[config.mk]
export PLATFORM = sky130hd
export DESIGN_NAME = alu_sequencer
export DESIGN_NICKNAME = d
export VERILOG_FILES = /design/src/rtl/alu_seq_pkg.sv /design/src/rtl/alu_seq_regfile.sv /design/src/rtl/alu_sequencer.sv
export SDC_FILE = /design/constraint.sdc
export NUM_CORES = 1
export LEC_CHECK = 0
export BUFFER_PORTS_ARGS = -buffer_cell sky130_fd_sc_hd__buf_2
export CAP_MARGIN = 20
export CORE_UTILIZATION = 57
export CTS_CLUSTER_DIAMETER = 40
export DETAILED_ROUTE_END_ITERATION = 7
export GPL_ROUTABILITY_DRIVEN = 1
export GPL_TIMING_DRIVEN = 0
export PLACE_DENSITY = 0.86
export SETUP_SLACK_MARGIN = 0.3
export SYNTH_ARGS = -nofsm -noshare
export SYNTH_HDL_FRONTEND = slang
export SYNTH_SLANG_ARGS = --single-unit
[constraint.sdc]
create_clock -name clk -period 4.54 [get_ports clk]
set_input_delay 0.681 -clock clk [delete_from_list [all_inputs] [get_ports clk]]
set_output_delay 0.681 -clock clk [all_outputs]
set_load 0.01 [all_outputs]
[src/rtl/alu_seq_pkg.sv]
// Shared types and constants for the ALU program sequencer.
// Optional divide-by-zero check in alu_sequencer is enabled by ALU_SEQ_DIVZ_CHECK_EN.
package alu_seq_pkg;

  typedef enum logic [1:0] {
    StIdle,
    StFetch,
    StExec
  } state_e;

  // Instruction field positions within the 16-bit word
  localparam int unsigned OpMsb  = 15;
  localparam int unsigned OpLsb  = 12;
  localparam int unsigned RdMsb  = 11;
  localparam int unsigned RdLsb  = 10;
  localparam int unsigned RsMsb  = 9;
  localparam int unsigned RsLsb  = 8;
  localparam int unsigned ImmMsb = 7;
  localparam int unsigned ImmLsb = 0;

  localparam logic [3:0] OpHalt = 4'hF;

  localparam logic [3:0] AluAdd  = 4'd0;
  localparam logic [3:0] AluSub  = 4'd1;
  localparam logic [3:0] AluMul  = 4'd2;
  localparam logic [3:0] AluDiv  = 4'd3;
  localparam logic [3:0] AluMod  = 4'd4;
  localparam logic [3:0] AluXor  = 4'd5;
  localparam logic [3:0] AluNor  = 4'd6;
  localparam logic [3:0] AluXnor = 4'd7;

endpackage

[src/rtl/alu_seq_regfile.sv]
// 4-entry register file: one write port, three combinational read ports, sync clear.
module alu_seq_regfile #(
  parameter int unsigned BITS = 8
) (
  input  logic            clk,
  input  logic            reset,
  input  logic            we,
  input  logic [1:0]      waddr,
  input  logic [BITS-1:0] wdata,
  input  logic [1:0]      raddr_a,
  output logic [BITS-1:0] rdata_a,
  input  logic [1:0]      raddr_b,
  output logic [BITS-1:0] rdata_b,
  input  logic [1:0]      raddr_dbg,
  output logic [BITS-1:0] rdata_dbg
);

  logic [BITS-1:0] regs_q [4];

  always_ff @(posedge clk) begin
    if (reset) begin
      for (int i = 0; i < 4; i++) begin
        regs_q[i] <= '0;
      end
    end else if (we) begin
      regs_q[waddr] <= wdata;
    end
  end

  assign rdata_a   = regs_q[raddr_a];
  assign rdata_b   = regs_q[raddr_b];
  assign rdata_dbg = regs_q[raddr_dbg];

endmodule

[src/rtl/alu_sequencer.sv]
// Fetch/exec sequencer driving a combinational ALU from a registered instruction ROM.
// Define ALU_SEQ_DIVZ_CHECK_EN to abort runs on divide/modulo by zero and flag err.
module alu_sequencer
  import alu_seq_pkg::*;
#(
  parameter int unsigned BITS = 8,
  parameter int unsigned OP   = 4,
  parameter int unsigned SIZE = 4,
  parameter int unsigned IW   = 16
) (
  input  logic            clk,
  input  logic            reset,
  input  logic            start,
  output logic            rom_en,
  output logic [SIZE-1:0] rom_addr,
  input  logic [IW-1:0]   rom_data,
  output logic            alu_en,
  output logic [OP-1:0]   alu_op,
  output logic [BITS-1:0] alu_a,
  output logic [BITS-1:0] alu_b,
  input  logic [BITS-1:0] alu_result,
  output logic            busy,
  output logic            done,
  output logic            err,
  input  logic [1:0]      rf_raddr,
  output logic [BITS-1:0] rf_rdata
);

  state_e          state_q;
  logic [SIZE-1:0] pc_q;
  logic            rom_en_q, busy_q, done_q, err_q;

  logic [3:0]      op_f;
  logic [1:0]      rd_f, rs_f;
  logic [7:0]      imm_f;
  logic [BITS-1:0] rs_data, rs2_data;
  logic            in_exec, is_halt, divz, rf_we;

  assign op_f  = rom_data[OpMsb:OpLsb];
  assign rd_f  = rom_data[RdMsb:RdLsb];
  assign rs_f  = rom_data[RsMsb:RsLsb];
  assign imm_f = rom_data[ImmMsb:ImmLsb];

  assign in_exec = (state_q == StExec);
  assign is_halt = (op_f == OpHalt);

  always_comb begin
    alu_op = '0;
    alu_a  = '0;
    alu_b  = '0;
    if (in_exec && !is_halt) begin
      alu_a = rs_data;
      if (op_f[3]) begin
        alu_op = OP'(op_f[2:0]);
        alu_b  = BITS'(imm_f);
      end else begin
        alu_op = OP'(op_f);
        alu_b  = rs2_data;
      end
    end
  end

`ifdef ALU_SEQ_DIVZ_CHECK_EN
  assign divz = in_exec && !is_halt && (alu_b == '0) &&
                ((alu_op == OP'(AluDiv)) || (alu_op == OP'(AluMod)));
`else
  assign divz = 1'b0;
`endif

  assign rf_we = in_exec && !is_halt && !divz;

  alu_seq_regfile #(
    .BITS(BITS)
  ) u_regfile (
    .clk      (clk),
    .reset    (reset),
    .we       (rf_we),
    .waddr    (rd_f),
    .wdata    (alu_result),
    .raddr_a  (rs_f),
    .rdata_a  (rs_data),
    .raddr_b  (imm_f[1:0]),
    .rdata_b  (rs2_data),
    .raddr_dbg(rf_raddr),
    .rdata_dbg(rf_rdata)
  );

  always_ff @(posedge clk) begin
    if (reset) begin
      state_q  <= StIdle;
      pc_q     <= '0;
      rom_en_q <= 1'b0;
      busy_q   <= 1'b0;
      done_q   <= 1'b0;
      err_q    <= 1'b0;
    end else begin
      done_q <= 1'b0;
      unique case (state_q)
        StIdle: begin
          if (start) begin
            state_q  <= StFetch;
            pc_q     <= '0;
            err_q    <= 1'b0;
            rom_en_q <= 1'b1;
            busy_q   <= 1'b1;
          end
        end
        StFetch: begin
          state_q  <= StExec;
          rom_en_q <= 1'b0;
        end
        StExec: begin
          if (is_halt || divz) begin
            // PC stays on the terminating word
            state_q <= StIdle;
            busy_q  <= 1'b0;
            done_q  <= 1'b1;
            err_q   <= divz;
          end else begin
            pc_q <= pc_q + 1'b1;
            if (pc_q == '1) begin
              state_q <= StIdle;
              busy_q  <= 1'b0;
              done_q  <= 1'b1;
            end else begin
              state_q  <= StFetch;
              rom_en_q <= 1'b1;
            end
          end
        end
        default: begin
          state_q  <= StIdle;
          rom_en_q <= 1'b0;
          busy_q   <= 1'b0;
        end
      endcase
    end
  end

  assign rom_en   = rom_en_q;
  assign rom_addr = pc_q;
  assign busy     = busy_q;
  assign done     = done_q;
  assign err      = err_q;
  assign alu_en   = ~reset;

endmodule

After elaboration in Yosys (flattened, before gate mapping)

Memories as Yosys holds them, arrays and structs flattened.
Cells that the tools add are included.

Register bits after elaboration: 10
Bits in writable memories: 32
Output and inout port bits: 37
Word-level logic and storage cells: 61
Memories kept: 1

Memories:

| name             | words | bits a word | rd ports | clocked after Yosys merged registers in | write ports | line                  | RTL |
|---|---|---|---|---|---|---|---|
| u_regfile.regs_q | 4     | 8           | 3        | 0                                       | 4           | alu_seq_regfile.sv:18 | `logic [BITS-1:0] regs_q [4];` |

Add/subtract/negate cells: 1
Eq/ne operators: 9
Muxes and demuxes: 31
Bitwise gates (word level): 3
Reductions and logical operators: 10

Operators by type and width:

| operator            | number |
|---|---|
| $mux 8              | 4 |
| $mux 1              | 17 |
| $reduce_and 3->1    | 4 |
| $eq 4x4->1 const B  | 2 |
| $mux 4              | 2 |
| $pmux 4 s2          | 1 |
| $reduce_or 8->1     | 1 |
| $ne 2x2->1 const B  | 3 |
| $pmux 2 s3          | 1 |
| $add 4x1->4 const B | 1 |
| $mux 2              | 2 |
| $pmux 1 s2          | 2 |
| $mux 3              | 1 |
| $ne 3x1->1 const B  | 1 |
| $not 1->1           | 3 |
| $pmux 1 s3          | 1 |
| $eq 2x1->1 const B  | 1 |
| $eq 2x2->1 const B  | 1 |
| $logic_not 2->1     | 1 |
| $ne 2x1->1 const B  | 1 |
| $reduce_bool 2->1   | 1 |
| $reduce_or 2->1     | 1 |
| $logic_and 1x1->1   | 1 |
| $logic_not 1->1     | 1 |

Depth between registers and ports, before layout

Gate-level depths: netlist of the first run.

Depth after elaboration: 8
Gate-level depth with buffers: 5

Hierarchy

From an unflattened synthesis of the first run, not the netlist that was laid out.

Cells, all modules: 189
Area, all modules: 2528.7 µm²

Modules (own cells, without submodules):

| module          | times used | cells each | area an instance (µm²) |
|---|---|---|---|
| alu_seq_regfile | 1          | 104        | 1868.0 |
| alu_sequencer   | 1          | 85         | 660.6 |

Worst setup path after synthesis of the first run

Ideal clock, no wire load.

Kind: in2out
From: input port rom_data[8]
To: output port alu_a[0]
Arrival time: 1636 ps
Data required time: 3859 ps
Path slack: 2223 ps
Cell stages on the path: 3
Path buffers: 1
Path through: buf_2 -> mux4_2 -> and3_1

Word-level cells in the longest chain between the ends: 2

Ends and longest elaborated chain:

| element         | line                | RTL |
|---|---|---|
| start, declared | alu_sequencer.sv:16 | `input logic [IW-1:0] rom_data,` |
| $mem_v2 4x8     | n/a                 |  |
| $mux 8          | alu_sequencer.sv:51 | `if (in_exec && !is_halt) begin` |
| end, declared   | alu_sequencer.sv:19 | `output logic [BITS-1:0] alu_a,` |

Every way passes these cells.

Worst setup path after layout of the first run

From: input port rom_data[14]
To: output port alu_b[6]

Word-level cells in the longest chain between the ends: 4

Ends and longest elaborated chain:

| element           | line                | RTL |
|---|---|---|
| $eq 4x4->1        | alu_sequencer.sv:45 | `assign is_halt = (op_f == OpHalt);` |
| $logic_not 1->1   | alu_sequencer.sv:51 |  |
| $logic_and 1x1->1 | alu_sequencer.sv:51 |  |
| $mux 8            | alu_sequencer.sv:51 |  |
| end, declared     | alu_sequencer.sv:20 | `output logic [BITS-1:0] alu_b,` |

Every way passes these cells.

==> results of run 1 <==
==> cell type report <==
cell class,count,area (µm²)
buffer,15,92.59
clock buffer,5,68.82
clock inverter,3,17.52
fill,284,1160
inverter,5,18.77
multi-input combinational,141,1206
sequential,41,1141
tap,50,62.56
timing repair buffer,58,290.3
==> registers in the layout, summed over array words and instances (netlist names) <==
| name | cells |
|---|---|
| u_regfile.regs_q | 32 |
| busy | 1 |
| rom_en | 1 |
| state_q | 2 |
| done | 1 |
| rom_addr | 4 |
==> layer usage <==
metal  vias up  track usage
met2        98       0.4889
met5         -            0
met1       945       0.3718
li1        893            -
met4         0       0.1117
met3        10      0.06926
==> cells by family after synthesis <==
family / share of synthesized area
other: 0.001528
adder cells (fa/ha/maj): 0.005096
flip-flops: 0.4648
multiplexers: 0.2477
AND/OR/NAND/NOR: 0.1865
buffers and inverters: 0.04536
AO/OA/AOI/OAI: 0.04893
==> synth_stat cells <==
| master | count |
|---|---|
| nor2_1 | 40 |
| edfxtp_1 | 32 |
| mux4_2 | 22 |
| nand2_1 | 15 |
| and3_1 | 12 |
| dfxtp_1 | 9 |
| mux2i_1 | 9 |
| nand3_1 | 6 |
| buf_2 | 5 |
| inv_1 | 5 |
| a21oi_1 | 4 |
| nand4_1 | 4 |
| o21ai_0 | 4 |
| buf_6 | 3 |
| clkbuf_1 | 3 |
| a211oi_1 | 2 |
| a31oi_1 | 2 |
| buf_1 | 2 |
| buf_4 | 2 |
| mux2_2 | 2 |
| nand4b_4 | 2 |
| nor2b_1 | 2 |
| nor3_1 | 2 |
| or3_1 | 2 |
| a22oi_1 | 1 |
| a311o_1 | 1 |
| a41oi_4 | 1 |
| and4_1 | 1 |
| conb_1 | 1 |
| ha_1 | 1 |
| nand2_4 | 1 |
| nand3_2 | 1 |
| nand4b_1 | 1 |
| o21bai_1 | 1 |
==> per-stage QoR <==
step                      setup WS, ns  utilization  instances  power [mW]  hold WS (ns)
after CTS                        1.929       0.7142        318      0.8095        0.4564
after global placement           1.614       0.6916        309      0.5716        0.4362
after detailed placement         1.943       0.6929        310      0.5789        0.4386
after floorplan                  2.223            -        202      0.5288        0.4715
final                            1.941       0.7142        318      0.8098        0.4631
after global routing             1.841       0.7142        318      0.8392        0.4863
==> where the power goes <==
group          switching, mW  leakage (nW)  internal (mW)
logic                 0.0765         0.807         0.0644
registers             0.0114         0.404          0.420
clock network          0.132        0.0439          0.106
total                  0.220          1.26          0.590
==> how the worst max path moves through the flow <==
stage,to,cells after the start,from,slack (ns)
detailed placement,alu_b[4],6,rom_data[14],1.94
global route,alu_b[6],6,rom_data[14],1.84
global placement,u_regfile.regs_q[3][5],4,rom_data[14],1.61
floorplan,alu_a[0],3,rom_data[8],2.22
CTS,alu_b[4],6,rom_data[14],1.93
finish,alu_b[6],6,rom_data[14],1.94
==> placed cells by master (no fill, tap or decap) <==
cell	count
conb_1	2
and4_1	1
a41oi_4	1
or3_1	2
clkbuf_8	5
nand4_1	4
a311o_1	1
mux2i_1	9
clkbuf_1	3
o21bai_1	1
buf_4	2
nor3_1	2
nand2_1	15
nand4b_1	1
clkinvlp_4	1
nor2b_1	2
dfxtp_1	9
buf_2	63
nand2_4	1
a31oi_1	2
nor2_1	40
a21oi_1	4
clkinv_2	2
inv_1	5
a22oi_1	1
edfxtp_1	32
ha_1	1
and3_1	12
mux2_2	2
a211oi_1	2
mux4_2	22
buf_1	2
nand3_2	1
o21ai_0	4
nand3_1	6
nand4b_4	2
buf_6	3
==> critical path, delay by kind of cell <==
family,cells,cell delay [ns]
buffers and inverters,3,0.47
AOI/OAI and AO/OA,1,0.48
and+or+nand+nor,2,0.29
==> impl_metrics.toml, run 1 <==
[die]
std_cell_rows = 23
floorplan.die_area_um2 = 4573
fp.dieW_um = 67.63
initial_utilization = 0.6050
die_h_um = 67.63
placeableCoreArea_um2 = 4058
design.portCount = 66

[route]
drc_markers = 0
vias = 1946
drt_iter0_drc = 151
routed-wl-met2_um = 3041
drtPass1Iterations = 4
met3WireLength_um = 449
total_length_of_routed_wires_um = 6027
maxUsedRoutingLayer = "met4"
detail_route.wl_per_cell_um = 18.95
final_antenna_net_count = 0
post_drt_via_cell_ratio = 6.119
met1Wirelength_um = 2429

[worst_setup_path]
critical_path.reg2reg.endpoint = "u_regfile.regs_q[3][3]"
crit_path_cell_trace = "buf_2 -> a41oi_4 -> nand2_4 -> buf_6 -> nor2_1 -> buf_2"
worst-endpoint-arrival_ns = 1.92
regToRegSetupSlack_ns = 2.46
critical_path.max_fanout = 10
cp_data_required_time_ns = 3.86
worst_setup_path_end_kind = "output pin"
reg2regPathDepth = 5
worst_path_max_delay_cell = "a41oi_4"
reg2reg_launch_point = "state_q[0]"
worst_setup_path_start_kind = "primary input"
worst_path_most_repeated_cell = "buf_2"
slowest_delay_ns = 0.48
path_class = "in -> out"

[global_routing]
grt_pass1_wl_um = 9252
grt-ovfl-total = 0
grt_antenna_before_repair = 0
first_global_vias = 1820
grt_use_total = 0.2947
grt_start_max_net_pins = 14

[clock_network]
cts.path.max_buffers = 2
cts.reportedPaths.clkPinSlew_ns = 0.07
cts.sink_count = 41
insertion_delay_ns = 0.31
depth_of_the_cts_h_tree = 2
cts_made_buffers = 5
cts_hold_repair.buffers = 0
cts_tree = "built"
cts.repair_timing.setup_buffer_count = 0
post_cts.resized_instances = 0
clock_tree.root_cell = "clkbuf_8"

[status]
run_status = "finished, final reports clean"

[worst_hold_path]
holdCritPathClass = "reg -> reg"
hold_depth = 2
min-delay-start = "rom_en"
min_delay_worst_endpoint = "rom_en"

[cells_and_area]
layout-drive-gt1-share = 0.3918
antenna-diode-count = 0
num-nets-final = 297
final_design_area_no_fill_um2 = 2898
syn_to_final_growth_pct = 18.04

[placed_design]
hpwl_um = 4313
port-buffer-count = 57
globalplace.congestion = 0.7656
placed_area_um2 = 2811

[synth]
yosysSeqAreaShare = 0.4648
synth-seq-cells = 41
synth-warning-count = 0
mapped_cell_area_um2 = 2455
synth_largest_area_cell = "edfxtp_1"
synth_cell_type_count = 34
synth_top_area_frac = 0.3914
ys_top_cells_by_area = "edfxtp_1 39%, mux4_2 20%, dfxtp_1 7.3%, nor2_1 6.1%, mux2i_1 3.7%"
avgSynthCellArea_um2 = 12.21
synthesis.instances = 201

[run]
max-cap-violations = 0

[timing]
period_share = 0.5724
rsz0062_at_grt = "false"
finalClockSkew_ns = 0.01411
setup_tns_ns = 0
fmaxAchievable_ghz = 0.3848
timing_max_transition_violations_final = 0
worst-slew-pin-transition_ns = 0.6056
finalHoldViolations = 0
finalWorstPathRequiredPeriod_ns = 2.599
timing.slew.headroom = 0.5962
finalSetupViolCount = 0

[power]
power.leakage_nw = 1.255
power-per-cell-area_nw_per_um2 = 279.4
ir_drop_mv = 0.2343
No activity file was read; power rests on OpenSTA's default activity.
==> run 2: changes to the inputs <==
CORE_UTILIZATION = 48   (was 57)
PLACE_DENSITY = 0.77   (was 0.86)
clock period = 2.3 ns   (was 4.54 ns; I/O delays follow)
==> impl_metrics.toml, run 2 (synthesis gave the netlist of run 1 again) <==
[route]
post_drt_via_cell_ratio = 5.693
drt_iter0_drc = 108
routed-wl-met2_um = 3258
final_antenna_net_count = 0
met3WireLength_um = 327
detail_route.wl_per_cell_um = 17.82
total_length_of_routed_wires_um = 6095
met1Wirelength_um = 2366
vias = 1947
maxUsedRoutingLayer = "met4"
drc_markers = 0
drtPass1Iterations = 4

[worst_setup_path]
worst_setup_path_end_kind = "output pin"
worst-endpoint-arrival_ns = 1.62
cp_data_required_time_ns = 1.96
path_class = "reg -> out"
critical_path.max_fanout = 10
worst_setup_path_start_kind = "register"

[timing]
timing.slew.headroom = 0.6305
finalHoldViolations = 0
finalClockSkew_ns = 0.004971
period_share = 0.8559
worst-slew-pin-transition_ns = 0.5542
timing_max_transition_violations_final = 0
setup_ws_ns = 0.3314
finalWorstPathRequiredPeriod_ns = 1.969
rsz0062_at_grt = "true"
finalSetupViolCount = 0
fmaxAchievable_ghz = 0.5080

[power]
ir_drop_mv = 0.2420
total_power_mw = 1.598
power.leakage_nw = 1.296
power-per-cell-area_nw_per_um2 = 528.1

[global_routing]
grt_antenna_before_repair = 0
first_global_vias = 1859
grt_start_max_net_pins = 12
grt_pass1_wl_um = 8963
grt_use_total = 0.2348
grt-ovfl-total = 0

[placed_design]
placedCellCount = 327
port-buffer-count = 57
setup_ws_pre_cts_ns = -0.02061
globalplace.congestion = 0.8961
hpwl_um = 4399

[clock_network]
cts_hold_repair.buffers = 0
insertion_delay_ns = 0.29
cts_made_buffers = 5
clock_tree.root_cell = "clkbuf_8"
cts_tree = "built"
cts.path.max_buffers = 2
depth_of_the_cts_h_tree = 2
cts.sink_count = 41
cts.reportedPaths.clkPinSlew_ns = 0.07

[cells_and_area]
num-nets-final = 304
largest_register = "u_regfile.regs_q"
final_core_utilization = 0.6281
syn_to_final_growth_pct = 23.24
layout-drive-gt1-share = 0.4255
nFillCells = 394
final_common_cell = "buf_2"
number_of_flip_flops_under_the_largest_register_name = 32
finalNonFillerCells = 342
leading_cell_types_in_the_layout_fill_and_taps_excluded = "60 x buf_2, 35 x nor2_1, 32 x edfxtp_1"
antenna-diode-count = 0

[worst_hold_path]
holdCritPathClass = "in -> reg"

[die]
design.portCount = 66
std_cell_rows = 25
initial_utilization = 0.5096
floorplan.die_area_um2 = 5404
die_h_um = 73.52
fp.dieW_um = 73.52
placeableCoreArea_um2 = 4817

[status]
run_status = "finished, final reports clean"

[run]
max-cap-violations = 0
## run 2: cell count changes in the layout (fill, tap and decap cells not counted), sizes merged
cell,before,now
clkinv,2,0
buf,70,75
clkinvlp,1,0
clkbuf,8,13
## run 2: path summary, 6_finish.rpt
check	from	to	slack, ns	depth (start not counted)
setup / recovery	state_q[0]	alu_a[3]	0.33	6
hold reg to reg	rom_en	rom_en	0.45	2
hold / removal	reset	state_q[1]	0.32	2
setup reg to reg	state_q[0]	u_regfile.regs_q[1][5]	0.44	5
## run 2: timing repair
item	CTS	global route
gates resized for setup	1	14
setup endpoints to repair	20	11
setup buffers	1	6
pin swaps	0	4
## run 2: layer usage
metal  global-route usage  vias up
li1                     -      909
met1               0.2775      944
met2               0.4098       78
met3              0.04390       16
met4               0.1154        0
met5                    0        -
## run 2: report_power, final
group	switching, mW	internal, mW	leakage [nW]
sequential	0.0218	0.829	0.404
combinational	0.160	0.146	0.852
clock	0.226	0.215	0.0395
total	0.408	1.19	1.30
## run 2: cell type report
| cell class | count | area [µm²] | share of cell area |
|---|---|---|---|
| flip-flops and latches | 41 | 1142 | 0.3776 |
| well taps | 67 | 83.83 | 0.02771 |
| inverters | 5 | 18.77 | 0.006203 |
| multi-input cells | 141 | 1232 | 0.4074 |
| clock buffers | 8 | 80.08 | 0.02647 |
| plain buffers | 15 | 100.1 | 0.03309 |
| repair buffers | 65 | 367.9 | 0.1216 |
## run 2: per-stage QoR
step,instance area (µm²),hold slack [ns],TNS [ns]
floorplan,2459,0.4144,0
detailed placement,2835,0.4467,-0.1013
global route,3025,0.3243,0
CTS,2935,0.3079,0
global placement,2828,0.4392,-2.712
finish,3025,0.3185,0
## run 2: critical path, cell delays in order (launching register included)
cell and delay, ns:
dfxtp_2 0.32, buf_6 0.12, a41oi_4 0.29, buf_6 0.15
buf_6 0.12, and3_1 0.18, buf_2 0.14
